`config.mk`:
```
export PLATFORM = sky130hd
export DESIGN_NAME = nyancat_anim_ctrl
export DESIGN_NICKNAME = d
export VERILOG_FILES = /design/src/rtl/nyancat_anim_ctrl.sv
export SDC_FILE = /design/constraint.sdc
export NUM_CORES = 1
export LEC_CHECK = 0
export BUFFER_PORTS_ARGS = -buffer_cell sky130_fd_sc_hd__clkbuf_2
export CAP_MARGIN = 40
export CORE_AREA = 2 2 61 63
export CTS_CLUSTER_DIAMETER = 200
export CTS_CLUSTER_SIZE = 12
export DETAILED_ROUTE_END_ITERATION = 7
export DIE_AREA = 0 0 63 65
export GPL_TIMING_DRIVEN = 0
export PLACE_DENSITY = 0.79
export SETUP_SLACK_MARGIN = 0.3
export SYNTH_ARGS = -nofsm -noshare
export SYNTH_HDL_FRONTEND = slang
export SYNTH_SLANG_ARGS = --single-unit
```
`constraint.sdc`:
```
create_clock -name px_clk -period 2.25 [get_ports px_clk]
set_clock_uncertainty 0.05 [all_clocks]
set_input_delay 0.1125 -clock px_clk [delete_from_list [all_inputs] [get_ports px_clk]]
set_output_delay 0.1125 -clock px_clk [all_outputs]
set_load 0.03 [all_outputs]
```
`src/rtl/nyancat_anim_ctrl.sv`:
```
// Animation sequencer locked to vertical blanking: drives frame_index for the
// frame-ROM address generator and executes play/pause/step/seek/rate/dir commands.
module nyancat_anim_ctrl #(
    parameter int NUM_FRAMES   = 12,
    parameter int IDX_W        = 4,
    parameter int RATE_W       = 6,
    parameter int DEFAULT_RATE = 6
) (
    input  logic             px_clk,
    input  logic             reset_n,
    input  logic             frame_start,
    input  logic             cmd_valid,
    output logic             cmd_ready,
    input  logic [2:0]       cmd_op,
    input  logic [7:0]       cmd_arg,
    output logic [IDX_W-1:0] frame_index,
    output logic             frame_advance,
    output logic             playing,
    output logic             reverse,
    output logic             cmd_err,
    output logic [1:0]       fsm_state
);

    // Handshake: a command transfers on a rising edge where cmd_valid && cmd_ready;
    // cmd_ready is low only while a STEP/SET_FRAME waits for the next frame_start.
    typedef enum logic [1:0] {
        S_RUN  = 2'd0,
        S_HOLD = 2'd1,
        S_PEND = 2'd2
    } state_t;

    localparam logic [2:0] OP_PLAY      = 3'd1;
    localparam logic [2:0] OP_PAUSE     = 3'd2;
    localparam logic [2:0] OP_STEP      = 3'd3;
    localparam logic [2:0] OP_SET_FRAME = 3'd4;
    localparam logic [2:0] OP_SET_RATE  = 3'd5;
    localparam logic [2:0] OP_SET_DIR   = 3'd6;
    localparam logic [2:0] OP_RSVD      = 3'd7;

    localparam logic [IDX_W-1:0]  LAST_IDX = IDX_W'(NUM_FRAMES - 1);
    localparam logic [7:0]        NF_ARG   = 8'(NUM_FRAMES);
    localparam logic [RATE_W-1:0] RST_RATE = RATE_W'(DEFAULT_RATE);

    state_t             state_q, state_d;
    logic               playing_q, playing_d;
    logic               reverse_q, reverse_d;
    logic               pend_step_q, pend_step_d;
    logic [IDX_W-1:0]   pend_arg_q, pend_arg_d;
    logic [IDX_W-1:0]   idx_q, idx_d;
    logic [RATE_W-1:0]  vcnt_q, vcnt_d;
    logic [RATE_W-1:0]  rate_q, rate_d;
    logic               adv_q, adv_d;
    logic               err_q, err_d;
    logic               accept;
    logic [IDX_W-1:0]   idx_next;
    logic [RATE_W-1:0]  arg_rate;

    assign cmd_ready     = (state_q != S_PEND);
    assign accept        = cmd_valid && cmd_ready;
    assign arg_rate      = cmd_arg[RATE_W-1:0];
    assign frame_index   = idx_q;
    assign frame_advance = adv_q;
    assign playing       = playing_q;
    assign reverse       = reverse_q;
    assign cmd_err       = err_q;
    assign fsm_state     = state_q;

    always_comb begin
        idx_next = '0;
        if (reverse_q) begin
            idx_next = (idx_q == '0) ? LAST_IDX : idx_q - 1'b1;
        end else begin
            idx_next = (idx_q == LAST_IDX) ? '0 : idx_q + 1'b1;
        end
    end

    always_comb begin
        state_d     = state_q;
        playing_d   = playing_q;
        reverse_d   = reverse_q;
        pend_step_d = pend_step_q;
        pend_arg_d  = pend_arg_q;
        idx_d       = idx_q;
        vcnt_d      = vcnt_q;
        rate_d      = rate_q;
        adv_d       = 1'b0;
        err_d       = 1'b0;

        // Frame-start work sees only pre-accept state; command effects below override.
        if (frame_start) begin
            unique case (state_q)
                S_PEND: begin
                    idx_d   = pend_step_q ? idx_next : pend_arg_q;
                    vcnt_d  = '0;
                    adv_d   = 1'b1;
                    state_d = playing_q ? S_RUN : S_HOLD;
                end
                S_RUN: begin
                    if (vcnt_q == rate_q - 1'b1) begin
                        idx_d  = idx_next;
                        vcnt_d = '0;
                        adv_d  = 1'b1;
                    end else begin
                        vcnt_d = vcnt_q + 1'b1;
                    end
                end
                default: ;
            endcase
        end

        if (accept) begin
            unique case (cmd_op)
                OP_PLAY: begin
                    playing_d = 1'b1;
                    state_d   = S_RUN;
                end
                OP_PAUSE: begin
                    playing_d = 1'b0;
                    state_d   = S_HOLD;
                end
                OP_STEP: begin
                    playing_d   = 1'b0;
                    pend_step_d = 1'b1;
                    state_d     = S_PEND;
                end
                OP_SET_FRAME: begin
                    if (cmd_arg >= NF_ARG) begin
                        err_d = 1'b1;
                    end else begin
                        pend_step_d = 1'b0;
                        pend_arg_d  = cmd_arg[IDX_W-1:0];
                        state_d     = S_PEND;
                    end
                end
                OP_SET_RATE: begin
                    rate_d = (arg_rate == '0) ? RATE_W'(1) : arg_rate;
                    vcnt_d = '0;
                end
                OP_SET_DIR: reverse_d = cmd_arg[0];
                OP_RSVD:    err_d     = 1'b1;
                default: ;
            endcase
        end
    end

    always_ff @(posedge px_clk or negedge reset_n) begin
        if (!reset_n) begin
            state_q     <= S_RUN;
            playing_q   <= 1'b1;
            reverse_q   <= 1'b0;
            pend_step_q <= 1'b0;
            pend_arg_q  <= '0;
            idx_q       <= '0;
            vcnt_q      <= '0;
            rate_q      <= RST_RATE;
            adv_q       <= 1'b0;
            err_q       <= 1'b0;
        end else begin
            state_q     <= state_d;
            playing_q   <= playing_d;
            reverse_q   <= reverse_d;
            pend_step_q <= pend_step_d;
            pend_arg_q  <= pend_arg_d;
            idx_q       <= idx_d;
            vcnt_q      <= vcnt_d;
            rate_q      <= rate_d;
            adv_q       <= adv_d;
            err_q       <= err_d;
        end
    end

    a_idx_in_range: assert property (@(posedge px_clk) disable iff (!reset_n) idx_q <= LAST_IDX);

endmodule

```
After elaboration in Yosys (flattened, before gate mapping)
Cells that the tools add are included.
{"block": "word_totals", "register_bits": 27, "input_bits": 15, "elab_cells": 70}
{"block": "op_classes", "add_sub_neg": 4, "magnitude_cmp": 1, "eq_ne": 13, "n_mux": 27, "bitwise": 1, "n_reduce_logical": 14}
{"cell": "6-bit 2-to-1 mux", "n": 5}
{"cell": "4-bit 2-to-1 mux", "n": 5}
{"cell": "3-bit == test, second input constant", "n": 4}
{"cell": "6-bit case mux with 2 select lines", "n": 1}
{"cell": "3-bit AND reduction", "n": 3}
{"cell": "8-bit by 4-bit greater-or-equal comparator with 1-bit output, second input constant", "n": 1}
{"cell": "2-bit 2-to-1 mux", "n": 4}
{"cell": "1-bit case mux with 2 select lines", "n": 4}
{"cell": "2-bit case mux with 4 select lines", "n": 1}
{"cell": "4-bit case mux with 2 select lines", "n": 1}
{"cell": "6-bit by 1-bit adder with 6-bit output, second input constant", "n": 1}
{"cell": "3-bit by 2-bit == test with 1-bit output, second input constant", "n": 2}
{"cell": "6-bit == test", "n": 1}
{"cell": "6-bit zero test", "n": 1}
{"cell": "1-bit 2-to-1 mux", "n": 6}
{"cell": "2-bit != test, second input constant", "n": 3}
{"cell": "2-bit AND reduction", "n": 3}
{"cell": "2-bit nonzero test", "n": 3}
{"cell": "6-bit by 1-bit subtractor with 6-bit output, second input constant", "n": 1}
{"cell": "4-bit by 1-bit adder with 4-bit output, second input constant", "n": 1}
{"cell": "4-bit == test, second input constant", "n": 1}
{"cell": "4-bit zero test", "n": 1}
{"cell": "4-bit by 1-bit subtractor with 4-bit output, second input constant", "n": 1}
{"cell": "3-bit by 1-bit == test with 1-bit output, second input constant", "n": 1}
{"cell": "5 further kinds", "n": 5}

Depth between registers and ports, before layout
{"block": "logic_depth", "depth_word": 7, "mapped_depth": 7, "mapped_depth_nobuf": 7}

Worst setup path before layout
Ideal clock, no wire load.
{"block": "synth_timing", "path_type": "flip-flop to flip-flop", "startpoint": "reg rate_q[0]", "endpoint": "reg idx_q[0], in the netlist frame_index[0]", "setup_ns": 0.125, "arrival_time_ns": 2.092, "slack_ns": -0.016, "stages_incl_launch_ff": 8, "synth_period_minus_slack_ns": 2.266, "path_cell_list": "dfrtp_1 > inv_1 > ha_1 > or3b_1 > a211oi_2 > o211ai_2 > o31ai_4 > mux2_2"}
{"block": "synth_via", "elab_chain_len": 4}
{"item": "from (decl)", "line_no": "51", "rtl": "logic [RATE_W-1:0] rate_q, rate_d;"}
{"item": "from (signal assigned)", "line_no": "166", "rtl": "rate_q <= rate_d;"}
{"item": "6-bit by 1-bit subtractor with 6-bit output", "line_no": "99", "rtl": "if (vcnt_q == rate_q - 1'b1) begin"}
{"item": "6-bit == test", "line_no": "99"}
{"item": "2-bit != test (no source line)"}
{"item": "3-bit AND reduction (no source line)"}
{"item": "to (signal assigned)", "line_no": "164", "rtl": "idx_q <= idx_d;"}
{"item": "to (decl)", "line_no": "49", "rtl": "logic [IDX_W-1:0] idx_q, idx_d;"}
No other way between the ends.
A chain may end at the register's enable or synchronous reset.

Worst setup path after layout
{"block": "layout_timing", "startpoint": "reg rate_q[1]", "endpoint": "reg idx_q[0], in the netlist frame_index[0]"}
Same word-level chain as after synthesis.

==> impl_metrics.env <==
export IMPL_status="complete, no violations"
export IMPL_cts_sinks=27
export IMPL_cp_cell_sequence="inv_2, ha_4, buf_4, nor3_1, a211oi_1, buf_2, o31ai_4, buf_6, mux2_4"
export IMPL_final_cells=265
export IMPL_drtAntennaViolNets=0
export IMPL_total_power_uw=2050
export IMPL_ys_types=38
export IMPL_arrival_ns=2.36
export IMPL_fin_nets=238
export IMPL_mostFrequentLayoutCell="clkbuf_2"
export IMPL_cp_num_buf_inv=4
export IMPL_io_buffers=23
export IMPL_path_max_fanout=7
export IMPL_first_global_vias=1263
export IMPL_wirelength_um=3510
export IMPL_relSlewSlack_pct=56.4
export IMPL_synthCells=177
export IMPL_die_area_um2=4100
export IMPL_initialDrtViolationCount=40
export IMPL_crit_type="register to register"
export IMPL_synth_edf_count=0
export IMPL_final_area_um2=2010
export IMPL_ctsHtreeMaxLevel=1
export IMPL_critical_path_endpoint_type="register"
export IMPL_drive_gt1_share_pct=29.0
export IMPL_startpoint_type="register"
export IMPL_num_vias=1432
export IMPL_antenna_found_initial=0
export IMPL_synth_top_cell_by_area="dfrtp_1"
export IMPL_num_io_pins=26
export IMPL_cts_root_buf="clkbuf_4"
export IMPL_hold_viol=0
export IMPL_grt_setup_unrepaired="yes"
export IMPL_die_w_um=63
export IMPL_cts_buffer_depth=2
export IMPL_clk_pin_slew_worst_paths_ns=0.15
export IMPL_synth_top_area_share_pct=36.8
export IMPL_clkLatencyLatePin_ns=0.32
export IMPL_drc=0
export IMPL_p_leak_uw=0.000895
export IMPL_rrSetupSlack_ns=0.08
export IMPL_floorplan_initialDensity_pct=46.7
export IMPL_grt_max_degree=28
export IMPL_yosys_warnings=0
export IMPL_globalplace_congestion=0.844
export IMPL_cp_slowest_stage_delay_ns=0.57
export IMPL_dr_pass1_iters=4
export IMPL_hpwl_um=2540
export IMPL_placed_area_um2=1850
export IMPL_maxSlewViolCount=0
export IMPL_whs_ns=0.0218
export IMPL_synth_seq_cells=27
export IMPL_ys_flop_type="dfrtp_1"
export IMPL_layout_area_seq_um2=681
export IMPL_synth_seq_area_share_pct=41.6
export IMPL_worstPathRequired_ns=2.43
export IMPL_overflow=0
export IMPL_grt_usage_pct=17.9
export IMPL_max_freq_mhz=460
export IMPL_period_share_pct=96.7
export IMPL_vdd_drop_max_uv=371
export IMPL_core_area_um2=3500
export IMPL_path_delay_family="flip-flops"
export IMPL_grt_pass1_wl_um=5770
export IMPL_p_per_area_nw_per_um2=1020
export IMPL_avgSynthCellArea_um2=9.22
export IMPL_syn_area_um2=1630
export IMPL_die_h_um=65
export IMPL_multi_input_comb_area_um2=942
export IMPL_syn_nets=197
export IMPL_cap_violations=0
export IMPL_finalSetupViolCount=0
export IMPL_layout_min_cycle_time_ns=2.17
export IMPL_synth_area_leaders="dfrtp_1 37%, mux2_2 7.6%, a21oi_1 5.8%, dfstp_2 4.8%, nand2_1 4.6%"
export IMPL_critical_path_slowest_cell="dfstp_2"
export IMPL_cts_tree="built"
export IMPL_num_antenna_cells=0
export IMPL_cts_made_buffers=3
export IMPL_wl_per_cell_um=13.2
export IMPL_async_flop_share_pct=100
export IMPL_vias_per_cell=5.40
export IMPL_final_cell_mix="24 x clkbuf_2, 23 x dfrtp_1, 20 x nand2_1, 19 x a21oi_1, 12 x nor2_1"
export IMPL_syn_to_final_growth_pct=22.8
export IMPL_worst_pin_slew_ns=0.654
export IMPL_dp_cells=249
export IMPL_fp_row_count=22
export IMPL_fill_cells=332
export IMPL_hold_path_class="primary input to register"
==> sequential cells by signal (all words and copies together) (netlist names) <==
| signal | cells |
|---|---|
| frame_index | 4 |
| rate_q | 6 |
| reverse | 1 |
| pend_arg_q | 4 |
| vcnt_q | 6 |
| playing | 1 |
| fsm_state | 2 |
| frame_advance | 1 |
| cmd_err | 1 |
| pend_step_q | 1 |
==> power by group <==
group	switching [uW]	leakage [uW]	internal, uW
Clock	145	0.0000139	67.9
Combinational	546	0.000564	480
Sequential	185	0.000317	629
==> cells in the mapped netlist, types with 2 or more instances <==
cell type	count
nor3b_1	3
inv_1	9
o21ai_0	15
nor2_1	12
a211oi_1	2
ha_1	5
xnor2_1	4
nand3_1	5
nor2b_1	2
o21bai_1	2
mux2_2	11
clkbuf_1	6
or3_1	3
dfrtp_1	24
o211ai_1	2
a21oi_1	19
nor3_1	7
xor2_1	3
mux2i_1	2
dfstp_2	3
or2b_2	2
nand2_1	20
==> area by class of cell <==
type | instances | share of cell area, %
Multi-Input combinational cell | 134 | 47.0
Sequential cell | 27 | 33.9
Timing Repair Buffer | 36 | 11.5
Tap cell | 48 | 2.99
Inverter | 9 | 1.68
Buffer | 7 | 1.43
Clock buffer | 3 | 1.12
Clock inverter | 1 | 0.374
==> logic make-up (layout without fill, tap and decap cells) <==
family	count (synthesis)	count (layout)	share of synthesized area, %
compound gates	47	47	18.2
mux	14	14	10.2
simple gates	61	61	18.7
fa+ha+maj	5	5	3.83
buf+inv	16	56	3.75
xor+xnor	7	7	3.75
flops	27	27	41.6
==> repair_timing <==
item	CTS	global route
setup endpoints to repair	13	13
gates resized for setup	10	1
pin swaps	3	2
buffers inserted	6	1
hold buffers	5	0
hold endpoints to repair	28	0
==> per-stage QoR <==
step	utilization (%)	TNS [ns]	setup slack [ns]
after floorplan	-	-0.0165	-0.00551
after global placement	52.7	-0.736	-0.229
after detailed placement	52.9	-0.796	-0.241
after CTS	57.0	0	0.0513
after global routing	57.4	-0.0269	-0.0105
final	57.4	0	0.0750
==> routing by layer <==
metal,global-route usage [%],share of wire [%],vias up
li1,-,-,716
met1,25.2,48,690
met2,29.0,48,24
met3,1.74,2.6,2
met4,5.83,1.0,0
met5,0,0,-
==> worst paths after layout <==
kind | from | to | depth (start not counted)
max in group asynchronous | reset_n | fsm_state[0]$_DFF_PN0_ | 2
hold reg to reg | rate_q[1]$_DFFE_PN1P_ | rate_q[1]$_DFFE_PN1P_ | 2
setup reg to reg | rate_q[1]$_DFFE_PN1P_ | frame_index[0]$_DFFE_PN0P_ | 9
hold / removal | cmd_arg[0] | reverse$_DFFE_PN0P_ | 2
min in group asynchronous | reset_n | cmd_err$_DFF_PN0_ | 2
setup / recovery | rate_q[1]$_DFFE_PN1P_ | frame_index[0]$_DFFE_PN0P_ | 9
No activity file was read; power rests on OpenSTA's default activity.
